<file path="src/rtl/frame_writer.sv">
// frame_writer -- burst write master draining a pixel FIFO into a framebuffer.
//
// Each burst emits one write command (start word address + length), followed
// by BURST data beats. Data is passed straight through from the pixel FIFO,
// and the last beat is marked. A wrapping frame offset counter tracks the
// next burst's position in the frame. frame_i restarts the frame at word 0.
//
// Parameters: WIDTH data width, BURST beats/burst (1..256), DEPTH words/frame
//   (multiple of BURST, <= 2^AW), AW address width, BASE address of word 0.
// Ports:
//   clk_i, srst_ni                 clock, synchronous active-low reset
//   en_i, frame_i                  burst start enable, frame restart pulse
//   in_val_i/in_data_i/in_rdy_o    upstream pixel stream
//   cmd_val_o/cmd_addr_o/cmd_len_o/cmd_rdy_i   write command channel
//   wr_val_o/wr_data_o/wr_last_o/wr_rdy_i      write data channel
//   busy_o                         burst in progress
//   stat_bursts_o, stat_wrap_o     burst count / wrap pulse
// Optional feature macro: FRAME_WRITER_STATS_EN builds the statistics
// counters. Without it, the stat ports are tied to 0.
module frame_writer #(
  parameter int unsigned WIDTH = 24,
  parameter int unsigned BURST = 16,
  parameter int unsigned DEPTH = 1024,
  parameter int unsigned AW    = 20,
  parameter int unsigned BASE  = 0
) (
  input  logic             clk_i,
  input  logic             srst_ni,
  input  logic             en_i,
  input  logic             frame_i,
  input  logic             in_val_i,
  input  logic [WIDTH-1:0] in_data_i,
  output logic             in_rdy_o,
  output logic             cmd_val_o,
  output logic [AW-1:0]    cmd_addr_o,
  output logic [7:0]       cmd_len_o,
  input  logic             cmd_rdy_i,
  output logic             wr_val_o,
  output logic [WIDTH-1:0] wr_data_o,
  output logic             wr_last_o,
  input  logic             wr_rdy_i,
  output logic             busy_o,
  output logic [15:0]      stat_bursts_o,
  output logic             stat_wrap_o
);

  localparam logic [1:0] S_IDLE = 2'd0;
  localparam logic [1:0] S_CMD  = 2'd1;
  localparam logic [1:0] S_DATA = 2'd2;

  localparam logic [AW-1:0] BASE_A    = AW'(BASE);
  localparam logic [AW-1:0] BURST_A   = AW'(BURST);
  // DEPTH == 2^AW truncates to 0, which still matches the wrapped AW-bit sum.
  localparam logic [AW-1:0] DEPTH_A   = AW'(DEPTH);
  localparam logic [7:0]    LAST_BEAT = 8'(BURST - 1);

  logic [1:0]    state_q, state_d;
  logic [AW-1:0] offset_q, offset_d;
  logic [7:0]    beat_q, beat_d;
  logic          pend_q, pend_d;

  logic [AW-1:0] offset_sum;
  logic          at_end;
  logic          last_hs;

  assign offset_sum = offset_q + BURST_A;
  assign at_end     = (offset_sum == DEPTH_A);
  assign last_hs    = (state_q == S_DATA) && in_val_i && wr_rdy_i && (beat_q == LAST_BEAT);

  assign cmd_addr_o = BASE_A + offset_q;
  assign cmd_len_o  = LAST_BEAT;
  assign busy_o     = (state_q != S_IDLE);

  always_comb begin
    state_d   = state_q;
    offset_d  = offset_q;
    beat_d    = beat_q;
    pend_d    = pend_q;
    cmd_val_o = 1'b0;
    in_rdy_o  = 1'b0;
    wr_val_o  = 1'b0;
    wr_data_o = '0;
    wr_last_o = 1'b0;
    case (state_q)
      S_IDLE: begin
        // Clearing here lets a frame pulse coincident with the start
        // transition place this very burst at word 0.
        if (frame_i) offset_d = '0;
        if (en_i && in_val_i) state_d = S_CMD;
      end
      S_CMD: begin
        cmd_val_o = 1'b1;
        if (frame_i) pend_d = 1'b1;
        if (cmd_rdy_i) state_d = S_DATA;
      end
      S_DATA: begin
        wr_val_o  = in_val_i;
        in_rdy_o  = wr_rdy_i;
        wr_data_o = in_data_i;
        wr_last_o = in_val_i && (beat_q == LAST_BEAT);
        if (frame_i) pend_d = 1'b1;
        if (in_val_i && wr_rdy_i) begin
          if (beat_q == LAST_BEAT) begin
            beat_d  = '0;
            state_d = S_IDLE;
            pend_d  = 1'b0;
            // A frame pulse landing on the final beat counts as pending too.
            if (pend_q || frame_i) offset_d = '0;
            else if (at_end)       offset_d = '0;
            else                   offset_d = offset_sum;
          end else begin
            beat_d = beat_q + 8'd1;
          end
        end
      end
      default: state_d = S_IDLE;
    endcase
  end

  always_ff @(posedge clk_i) begin
    if (!srst_ni) begin
      state_q  <= S_IDLE;
      offset_q <= '0;
      beat_q   <= '0;
      pend_q   <= 1'b0;
    end else begin
      state_q  <= state_d;
      offset_q <= offset_d;
      beat_q   <= beat_d;
      pend_q   <= pend_d;
    end
  end

`ifdef FRAME_WRITER_STATS_EN
  logic [15:0] bursts_q, bursts_d;
  logic        wrap_q, wrap_d;

  always_comb begin
    bursts_d = bursts_q;
    if (last_hs && (bursts_q != 16'hFFFF)) bursts_d = bursts_q + 16'd1;
    // Only a natural wrap counts; a frame restart is not a wrap.
    wrap_d = last_hs && !(pend_q || frame_i) && at_end;
  end

  always_ff @(posedge clk_i) begin
    if (!srst_ni) begin
      bursts_q <= '0;
      wrap_q   <= 1'b0;
    end else begin
      bursts_q <= bursts_d;
      wrap_q   <= wrap_d;
    end
  end

  assign stat_bursts_o = bursts_q;
  assign stat_wrap_o   = wrap_q;
`else
  assign stat_bursts_o = '0;
  assign stat_wrap_o   = 1'b0;
`endif

endmodule

</file>
<file path="config.mk">
export PLATFORM = sky130hd
export DESIGN_NAME = frame_writer
export DESIGN_NICKNAME = d
export VERILOG_FILES = /design/src/rtl/frame_writer.sv
export SDC_FILE = /design/constraint.sdc
export NUM_CORES = 1
export LEC_CHECK = 0
export ABC_AREA = 1
export CAP_MARGIN = 20
export CORE_MARGIN = 4
export CORE_UTILIZATION = 44
export DETAILED_ROUTE_END_ITERATION = 10
export GPL_TIMING_DRIVEN = 1
export HOLD_SLACK_MARGIN = 0.05
export PLACE_DENSITY_LB_ADDON = 0.12
export SYNTH_ARGS = -nofsm -noshare
export SYNTH_HDL_FRONTEND = slang
export SYNTH_SLANG_ARGS = --single-unit
</file>
<file path="constraint.sdc">
create_clock -name clk_i -period 2.6 [get_ports clk_i]
set_clock_uncertainty 0.2 [all_clocks]
set_input_delay 0.52 -clock clk_i [delete_from_list [all_inputs] [get_ports clk_i]]
set_output_delay 0.52 -clock clk_i [all_outputs]
set_load 0.05 [all_outputs]
</file>
# [Yosys cells after proc, flatten, opt, wreduce, memory -nomap -nowiden]
# Index checks and enable logic that the tools add are counted.
[word_totals] inputBits=31 ff_bits=31 word_cells=47 out_inout_bits=74
[classes] mux=21 n_eq_ne=9 add_sub_neg=2 reduce_logical=11
[ops] operator="2-to-1 mux 20 bit" n=5
[ops] operator="case mux 20 bit (2 select lines)" n=1
[ops] operator="2-to-1 mux 24 bit" n=1
[ops] operator="adder 20 x 5 -> 20 bit, second input constant" n=1
[ops] operator="equality test 20 x 11 -> 1 bit, second input constant" n=1
[ops] operator="adder 8 x 1 -> 8 bit, second input constant" n=1
[ops] operator="equality test 8 x 4 -> 1 bit, second input constant" n=1
[ops] operator="2-to-1 mux 2 bit" n=4
[ops] operator="2-to-1 mux 8 bit" n=1
[ops] operator="AND reduction 4 bit" n=2
[ops] operator="2-to-1 mux 1 bit" n=7
[ops] operator="inequality test 2 bit, second input constant" n=3
[ops] operator="case mux 2 bit (3 select lines)" n=1
[ops] operator="nonzero test 2 bit" n=3
[ops] operator="inequality test 2 x 1 -> 1 bit, second input constant" n=2
[ops] operator="logical AND 1 bit" n=3
[ops] operator="equality test 2 x 1 -> 1 bit, second input constant" n=1
[ops] operator="equality test 2 bit, second input constant" n=1
[ops] operator="zero test 2 bit" n=1
[ops] operator="case mux 1 bit (2 select lines)" n=1
[ops] operator="AND reduction 2 bit" n=1
[ops] operator="logical OR 1 bit" n=1

# [Depth between registers and ports, before layout]
[logic_depth] depth_word=7 ltp_mapped=13 mapped_depth_nobuf=13

# [Worst setup path after synthesis]
# OpenSTA, ideal clock, no wires.
[synth_timing] path_kind="register to output" start="register beat_q[0]" end="output port wr_last_o" t_arrival_ps=1521 required_time_ps=1880 path_stages_with_launch=6 path_buffers=0 path_slack_ps=359 path_cell_list="dfxtp_1 ha_1 nand3_1 nor3_2 nand2_2 nor2_1"
[synth_between] elab_chain_len=3
[synth_lines] element="start, declared" line="59" rtl="logic [7:0] beat_q, beat_d;"
[synth_lines] element="start signal, assigned" line="129" rtl="beat_q <= beat_d;"
[synth_lines] element="equality test 8 x 4 -> 1 bit" line="100" rtl="wr_last_o = in_val_i && (beat_q == LAST_BEAT);"
[synth_lines] element="logical AND 1 bit" line="100"
[synth_lines] element="2-to-1 mux 1 bit" line="84" rtl="case (state_q)"
[synth_lines] element="end, declared" line="40" rtl="output logic wr_last_o,"
# Every way passes these cells.

# [Final worst setup path]
[layout_timing] start="register state_q[1]" end="output port cmd_val_o"
[layout_between] elab_chain_len=2
[layout_lines] element="start, declared" line="57" rtl="logic [1:0] state_q, state_d;"
[layout_lines] element="start signal, assigned" line="127" rtl="state_q <= state_d;"
[layout_lines] element="equality test 2 x 1 -> 1 bit" line="84"
[layout_lines] element="2-to-1 mux 1 bit" line="84"
[layout_lines] element="end, declared" line="34" rtl="output logic cmd_val_o,"
# Every way passes these cells.

==> results.ini <==
[clocking]
clk_pin_slew_ns = 0.10
clockRootBuffer = clkbuf_8
htree_levels = 1
cts_tree = built
cts_resized = 0
clk_latency_ns = 0.28
cts_setup_buffers = 0
clock_path_buffers = 2
cts_sinks = 27
cts-buffers-inserted = 3
cts_hold_buffers = 0

[floorplanning]
die-area_sq_um = 6060
die_h_um = 77.9
start_util = 0.455
die_width_um = 77.9
io_pins = 105
core.rowCount = 25
core_area_sq_um = 4720

[grt]
grt_pass1_vias = 1978
met1_usage = 0.208
use_met3 = 0.0290
grt_max_degree = 26
overflow = 0
grt_use_met2 = 0.345
grt_pass1_wl_um = 8990
grt_usage = 0.179
busiest_layer = met2
antenna_found_initial = 0

[synthesis]
yosysWarnings = 0
synth_top_area_share = 0.252
ys_ff_latch = 27
synth_largest_area_cell = dfxtp_1
netlist_top_cells_area = dfxtp_1 25%, nand2_1 19%, buf_4 11%, inv_1 10%, nor2_1 5.1%
netlist_instances = 349
syn_avg_cell_area_sq_um = 6.16
ys_types = 34
synthesis.area_sq_um = 2150
seq_area_frac_synth = 0.252

[drt]
via_count = 2176
post_drt_wl_per_cell_um = 11.0
wl_um = 5390
dr.pass1.iters = 4
first_iter_violations = 60
via_per_inst = 4.44
drc = 0
postRouteAntennaNets = 0

[final_layout]
drive_above_1_share = 0.139
most-common-layout-cells = 106 x nand2_1, 57 x inv_1, 47 x clkdlybuf4s50_1, 29 x nor2_1, 29 x conb_1
n_antenna_cell = 0
finalNetCount = 461
syn_to_final_growth_pct = 47.5
layout_commonest_cell = nand2_1

[setup_path]
crit_type = reg -> out
start_kind = flip-flop
required_ns = 1.88
r2r_slack_ns = 0.50
cp_slowest_cell = clkdlybuf4s50_1
critical_path_arrival_ns = 1.72
rr_endpoint = offset_q[5]
reg2reg_depth = 12
path_max_fanout = 3
cp-end-kind = output pin
r2r_start = offset_q[5]
path_cells = inv_1 > ha_1 > clkdlybuf4s50_1
slowest_delay_ns = 0.83

[place]
io_buffers = 75
gp_congestion = 0.853
place.detailed.hpwl_um = 4430

[sta]
drv_slew = 0
fmax_ghz = 0.410
setup-tns-final_ns = 0
hold_violations = 0
max-slew-margin-rel = 0.654
setup-violations-final = 0
tightestPinTransition_ns = 0.517
rsz0062_at_grt = false
layout_min_cycle_time_ns = 2.44
fin_crit_sh = 0.938

[worst_hold_path]
hold_depth = 1
min_to = beat_q[0]
hp-start = beat_q[0]
hold_class = reg -> reg

[power_and_ir_drop]
peakVddDrop_uv = 367
power_leakage_nw = 1.46
p_total_mw = 1.72
powerDensity_nw_per_um2 = 543

[run_status]
status = completed

[flow_run]
cap_violations = 0

synth_stat cells (all sizes together):
master / count
xor2: 2
nand2: 110
nand3b: 2
dfxtp: 27
clkbuf: 3
nor3: 2
buf: 33
o21bai: 1
nand4: 6
a211oi: 1
nor2: 38
clkinv: 1
a21oi: 22
o21ai: 10
inv: 59
o21a: 1
nor3b: 2
conb: 2
ha: 6
nand3: 21
cell families (layout without fill, tap and decap cells):
family | count (synthesis) | count (layout) | synth area share
flip-flops | 27 | 27 | 0.252
other | 2 | 29 | 0.00350
XOR/XNOR | 2 | 2 | 0.00816
AND/OR/NAND/NOR | 181 | 181 | 0.379
AO/OA/AOI/OAI | 35 | 35 | 0.0973
adder cells (fa/ha/maj) | 6 | 6 | 0.0349
buffers and inverters | 96 | 143 | 0.226
power breakdown:
group / internal [mW] / switching [mW]
Combinational: 0.381 / 0.648
Sequential: 0.435 / 0.0131
Clock: 0.108 / 0.135
critical path, delay by kind of cell, from the launching register on:
family	cells	cell delay (ns)
flip-flops	1	0.32
buffers and inverters	2	0.92
adder cells (fa/ha/maj)	1	0.20
routing by layer:
| metal | part of all wire | vias up |
|---|---|---|
| met5 | 0 | - |
| met4 | 0.0041 | 0 |
| met3 | 0.046 | 2 |
| met2 | 0.53 | 52 |
| met1 | 0.42 | 962 |
| li1 | - | 1160 |
area by class of cell:
type	instances	area, sq um
clock buffers	3	41.3
flip-flops and latches	27	541
repair buffers	79	1050
clock inverters	1	5.00
inverters	60	225
well taps	67	83.8
fillers	421	1560
multi-input cells	253	1220
registers in the layout, summed over array words and instances (netlist names):
signal and count:
offset_q 16, pend_q 1, state_q 2, beat_q 8
metrics by stage:
step | area, sq um | setup WS [ns] | hold slack, ns | utilization | cells
after floorplan | 2250 | 0.359 | 0.266 | - | 376
after global placement | 3120 | 0.292 | 0.294 | 0.661 | 486
after detailed placement | 3120 | 0.266 | 0.297 | 0.661 | 486
after CTS | 3170 | 0.139 | 0.317 | 0.671 | 490
after global routing | 3170 | 0.0853 | 0.349 | 0.671 | 490
final | 3170 | 0.161 | 0.317 | 0.671 | 490
worst max-delay path by stage:
stage          cells past startpoint           end       start
2_1_floorplan                      5     wr_last_o   beat_q[0]
3_3_place_gp                       7  offset_q[13]    in_val_i
3_5_place_dp                       7  offset_q[13]    in_val_i
4_1_cts                            3     cmd_val_o  state_q[1]
5_1_grt                            3     cmd_val_o  state_q[1]
6_report                           3     cmd_val_o  state_q[1]
Power figures use the tool's default switching activity.
==> variant 1, RTL diff (same settings) <==
Build with the macro `FRAME_WRITER_STATS_EN` defined.
--- a/src/rtl/frame_writer.sv
+++ b/src/rtl/frame_writer.sv
@@ -19,2 +19,4 @@
 // counters. Without it, the stat ports are tied to 0.
+`define FRAME_WRITER_STATS_EN
+
 module frame_writer #(
Function: no difference found for any inputs over 10 cycles, from zero or initial values and one cycle with srst_ni low; that may be too few to reach the edited logic, so the function may still have changed.
==> variant 1 against the original RTL <==
Routed wire length rose by 45%. Final area rose by 34%. Sequential cell count rose by 17. Maximum frequency fell by 0.36%. Area after synthesis rose by 37%. Via count rose by 43%. Synthesized cell count rose by 32%. Sequential share of layout area rose by 3.7 points. Non-clock buffer count rose by 18. Power rose by 33%. Final cell count rose by 29%. Worst setup slack got worse by 0.0089 ns.
==> variant 1: results (changes against the original RTL) <==
Parameter                              Value

Outcome
  Outcome    finished clean (unchanged)

Place
  Minimum setup slack after placement    0.2510 ns (was 0.2657 ns)
  Placed wire-length estimate after detailed placement    6058 microns (was 4427 microns)
  Routability-driven placement congestion ratio    0.8710 (was 0.8526)
  I/O Buffers    92 (was 75)

Clock tree
  Clock-pin slew on the worst setup and hold paths    0.08 ns (was 0.10 ns)
  Post-CTS Setup Repair Bufs    0 (unchanged)
  Number of H-tree levels    2 (was 1)
  Buffer levels on the longest clock path    2 (unchanged)
  Number of clock buffers inserted by TritonCTS    5 (was 3)
  Clk Latency, worst-skew pair    0.31 ns (was 0.28 ns)

STA
  Worst-Margin Slew    0.5474 ns (was 0.5170 ns)
  Highest Clock Rate    408.4 MHz (was 409.9 MHz)
  Count of final setup violators    0 (unchanged)

Finish
  Number of diodes added for antenna fixing    0 (unchanged)
  Ratio of cells with drive above 1 in the final layout    0.1193 (was 0.1395)
  Layout net count    591 (was 461)

Critical path
  Crit Reg-Reg Startpoint    offset_q[4] (was offset_q[5])
  Worst flop-to-flop path endpoint    offset_q[5] (unchanged)
  R2R setup slack    0.36 ns (was 0.50 ns)
  Arrival time worst endpoint    1.73 ns
  Reg2reg path depth    12 (unchanged)

Routing
  Wire length per cell after detailed routing    12.44 microns (was 11.00 microns)
  Total vias in the final route    3114 (was 2176)
  DR pass1 iterations    4 (unchanged)
  Iteration-0 DRC Markers    114 (was 60)

Global route
  Antenna violations before repair    0 (unchanged)
  Number of global-route vias before repair    2852 (was 1978)
  Pin count of the biggest net entering global routing    22 (was 26)
  GRT Total Usage    0.2011 (was 0.1790)
  First-pass GRT wire length    12870 microns (was 8990 microns)

Power
  P_leak    0.001764 uW (was 0.001463 uW)
  Worst IR Drop VDD    0.0003881 V (was 0.0003669 V)

Yosys
  Share of synthesized area occupied by flip-flops and latches    0.3001 (was 0.2516)
  Largest cells by area after synthesis    sky130_fd_sc_hd__dfxtp_1 30%, sky130_fd_sc_hd__nand2_1 19%, sky130_fd_sc_hd__inv_1 8.1%, sky130_fd_sc_hd__nor2_1 5.5%, sky130_fd_sc_hd__a21oi_1 4.9% (was sky130_fd_sc_hd__dfxtp_1 25%, sky130_fd_sc_hd__nand2_1 19%, sky130_fd_sc_hd__buf_4 11%, sky130_fd_sc_hd__inv_1 10%, sky130_fd_sc_hd__nor2_1 5.1%)
  Synthesis warning total    0 (unchanged)
  Most common library cells after synthesis    145 x sky130_fd_sc_hd__nand2_1, 63 x sky130_fd_sc_hd__inv_1, 44 x sky130_fd_sc_hd__dfxtp_1, 43 x sky130_fd_sc_hd__nor2_1, 29 x sky130_fd_sc_hd__a21oi_1 (was 106 x sky130_fd_sc_hd__nand2_1, 57 x sky130_fd_sc_hd__inv_1, 31 x sky130_fd_sc_hd__buf_4, 29 x sky130_fd_sc_hd__nor2_1, 27 x sky130_fd_sc_hd__dfxtp_1)
  Synth unique cells    37 (was 34)

Worst hold path
  Hold-critical path depth    2 (was 1)
  Type of the most critical hold path    reg -> reg (unchanged)
  Hold Crit Start    pend_q (was beat_q[0])
  Hold Crit Endpoint    pend_q (was beat_q[0])
[variant 1: critical path, delay by kind of cell, from the launching register on]
| family | cells | cell delay (ns) |
|---|---|---|
| buffers and inverters | 2 | 0.92 |
| adder cells (fa/ha/maj) | 1 | 0.19 |
| flip-flops | 1 | 0.32 |
[variant 1: kinds of logic (layout without fill, tap and decap cells)]
family	count (synthesis)	after routing	share of synthesized area
other cells	2	12	0.002558
compound gates	48	48	0.09932
flops	44	44	0.3001
buf+inv	90	172	0.1390
simple gates	255	255	0.3845
xor+xnor	15	15	0.04475
fa+ha+maj	7	7	0.02984
[variant 1: cell type report]
cell class	count	area [sq um]
clock inverter	2	12.51
multi-input combinational	337	1684
inverter	68	256.5
tap	77	96.34
timing repair buffer	97	1239
fill	604	2185
sequential	44	880.8
clock buffer	5	68.82
[variant 1: worst max-delay path by stage]
stage                     from                end  depth (start not counted)
floorplan            beat_q[0]  stat_bursts_o[10]                          9
global placement      in_val_i   stat_bursts_o[2]                          9
detailed placement    in_val_i   stat_bursts_o[8]                          9
CTS                 state_q[1]          cmd_val_o                          3
global route         beat_q[0]          wr_last_o                          5
finish              state_q[1]          cmd_val_o                          3
[variant 1: metal layers]
metal	routed length (microns)	part of all wire	vias to the layer above	GRT usage
met5	0	0	-	0
met4	91	0.012	0	0.05819
met3	326	0.042	10	0.03741
met2	4020	0.51	66	0.3504
met1	3401	0.43	1427	0.2518
li1	-	-	1611	-
[variant 1: where the power goes]
part	internal, uW	switching, uW	leakage (uW)
Combinational	456	693	0.00137
Sequential	695	13.6	0.000355
Clock	182	250	0.0000400
[variant 1: per-stage QoR]
| stage | area (sq um) | hold WS [ns] | util | cells |
|---|---|---|---|---|
| 5_1_grt | 4238 | 0.3092 | 0.6598 | 630 |
| 6_report | 4238 | 0.2850 | 0.6598 | 630 |
| 3_5_place_dp | 4156 | 0.2706 | 0.6472 | 623 |
| 2_1_floorplan | 2973 | 0.2543 | - | 471 |
| 4_1_cts | 4238 | 0.2833 | 0.6598 | 630 |
| 3_3_place_gp | 4156 | 0.2654 | 0.6472 | 623 |
==> variant 2, RTL diff (config.mk and constraints unchanged) <==
Made on the original files. Compare `beat_q` against `LAST_BEAT` with >= in place of ==.
--- a/src/rtl/frame_writer.sv
+++ b/src/rtl/frame_writer.sv
@@ -102,3 +102,3 @@
         if (in_val_i && wr_rdy_i) begin
-          if (beat_q == LAST_BEAT) begin
+          if (beat_q >= LAST_BEAT) begin
             beat_d  = '0;
Formal check against the unedited RTL: no difference found for any inputs over 10 cycles, from zero or initial values and one cycle with srst_ni low; that may be too few to reach the edited logic, so the function may still have changed.
==> variant 2 against the original RTL <==
Synthesized cell count fell by 2.9%. Routed wire length rose by 1.3%. Final area fell by 2.4%. Power rose by 12%. Critical endpoint unchanged. Via count fell by 2.2%. Sequential cell count did not move. Sequential share of layout area rose by 0.41 points. Worst setup slack got worse by 0.0096 ns. Area after synthesis fell by 4.0%.
==> variant 2: results (changes against the original RTL) <==
Parameter                              Value

Yosys
  Area share of fa/ha/maj cells after synthesis    0.03641 (was 0.03494)
  Fraction of synthesized cell area in xor and xnor cells    0.01274 (was 0.008154)
  Share of synthesized area occupied by flip-flops and latches    0.2621 (was 0.2516)
  Post-synthesis compound-gate area fraction    0.08252 (was 0.09726)
  Synthesized area per cell    6.083 sq um (was 6.156 sq um)

Global route
  Number of global-route vias before repair    1889 (was 1978)
  GRT Total Usage    0.1865 (was 0.1790)
  First-pass GRT wire length    9108 microns (was 8990 microns)
  Met2 usage in global routing    0.3348 (was 0.3450)
  Met1 Track Usage GR    0.2262 (was 0.2078)

STA
  Max transition margin    0.5859 (was 0.6542)

Worst hold path
  Hold Crit Endpoint    beat_q[7] (was beat_q[0])
  Hold-critical path depth    2 (was 1)

Place
  Placed Instance Area    3040 sq um (was 3122 sq um)
  Placed wire-length estimate after detailed placement    4490 microns (was 4427 microns)
  Routability-driven placement congestion ratio    0.8334 (was 0.8526)

Power
  Worst IR Drop VDD    0.0005479 V (was 0.0003669 V)
  P_leak    0.001514 uW (was 0.001463 uW)
  Power in combinational cells    1220 uW (was 1030 uW)

Critical path
  Worst flop-to-flop path endpoint    offset_q[6] (was offset_q[5])
  Crit Reg-Reg Startpoint    state_q[0] (was offset_q[5])
  Reg2reg path depth    8 (was 12)

Finish
  Layout net count    450 (was 461)
  Number of fill cells in the layout    370 (was 421)
  Ratio of cells with drive above 1 in the final layout    0.1165 (was 0.1395)

Routing
  Met1 wire length    2328 microns (was 2278 microns)
  Iteration-0 DRC Markers    108 (was 60)
  Total vias in the final route    2129 (was 2176)
  Wire length per cell after detailed routing    11.78 microns (was 11.00 microns)
  Met2 Routed Length    2744 microns (was 2845 microns)

Outcome
  Outcome    finished clean (unchanged)
variant 2: cell count changes after synthesis, sizes merged, moves of 2 or more:
cell,change
nand3,-5
nor2,-5
inv,+3
o21ai,-3
nand2,-2
nand4,+2
nor3b,-2
variant 2: cell families (layout without fill, tap and decap cells):
family,count (synthesis),after routing
AO/OA/AOI/OAI,32,32
buffers and inverters,98,144
flip-flops,27,27
other,2,29
adder cells (fa/ha/maj),6,6
AND/OR/NAND/NOR,171,171
XOR/XNOR,3,3
variant 2: cell type report:
class,count,share of cell area
clock buffer,3,0.01335
clock inverter,1,0.002832
inverter,62,0.07524
multi-input combinational,241,0.3746
sequential,27,0.1748
tap,52,0.02104
timing repair buffer,78,0.3382
variant 2: per-stage QoR:
step	hold WS (ns)	power, uW	util	setup WS (ns)
floorplan	0.2237	1189	-	0.2132
global placement	0.2307	1672	0.6841	0.2132
detailed placement	0.2432	1680	0.6841	0.2102
CTS	0.2591	1943	0.6954	0.05476
global route	0.2706	2015	0.6959	0.08731
finish	0.2564	1930	0.6959	0.1509
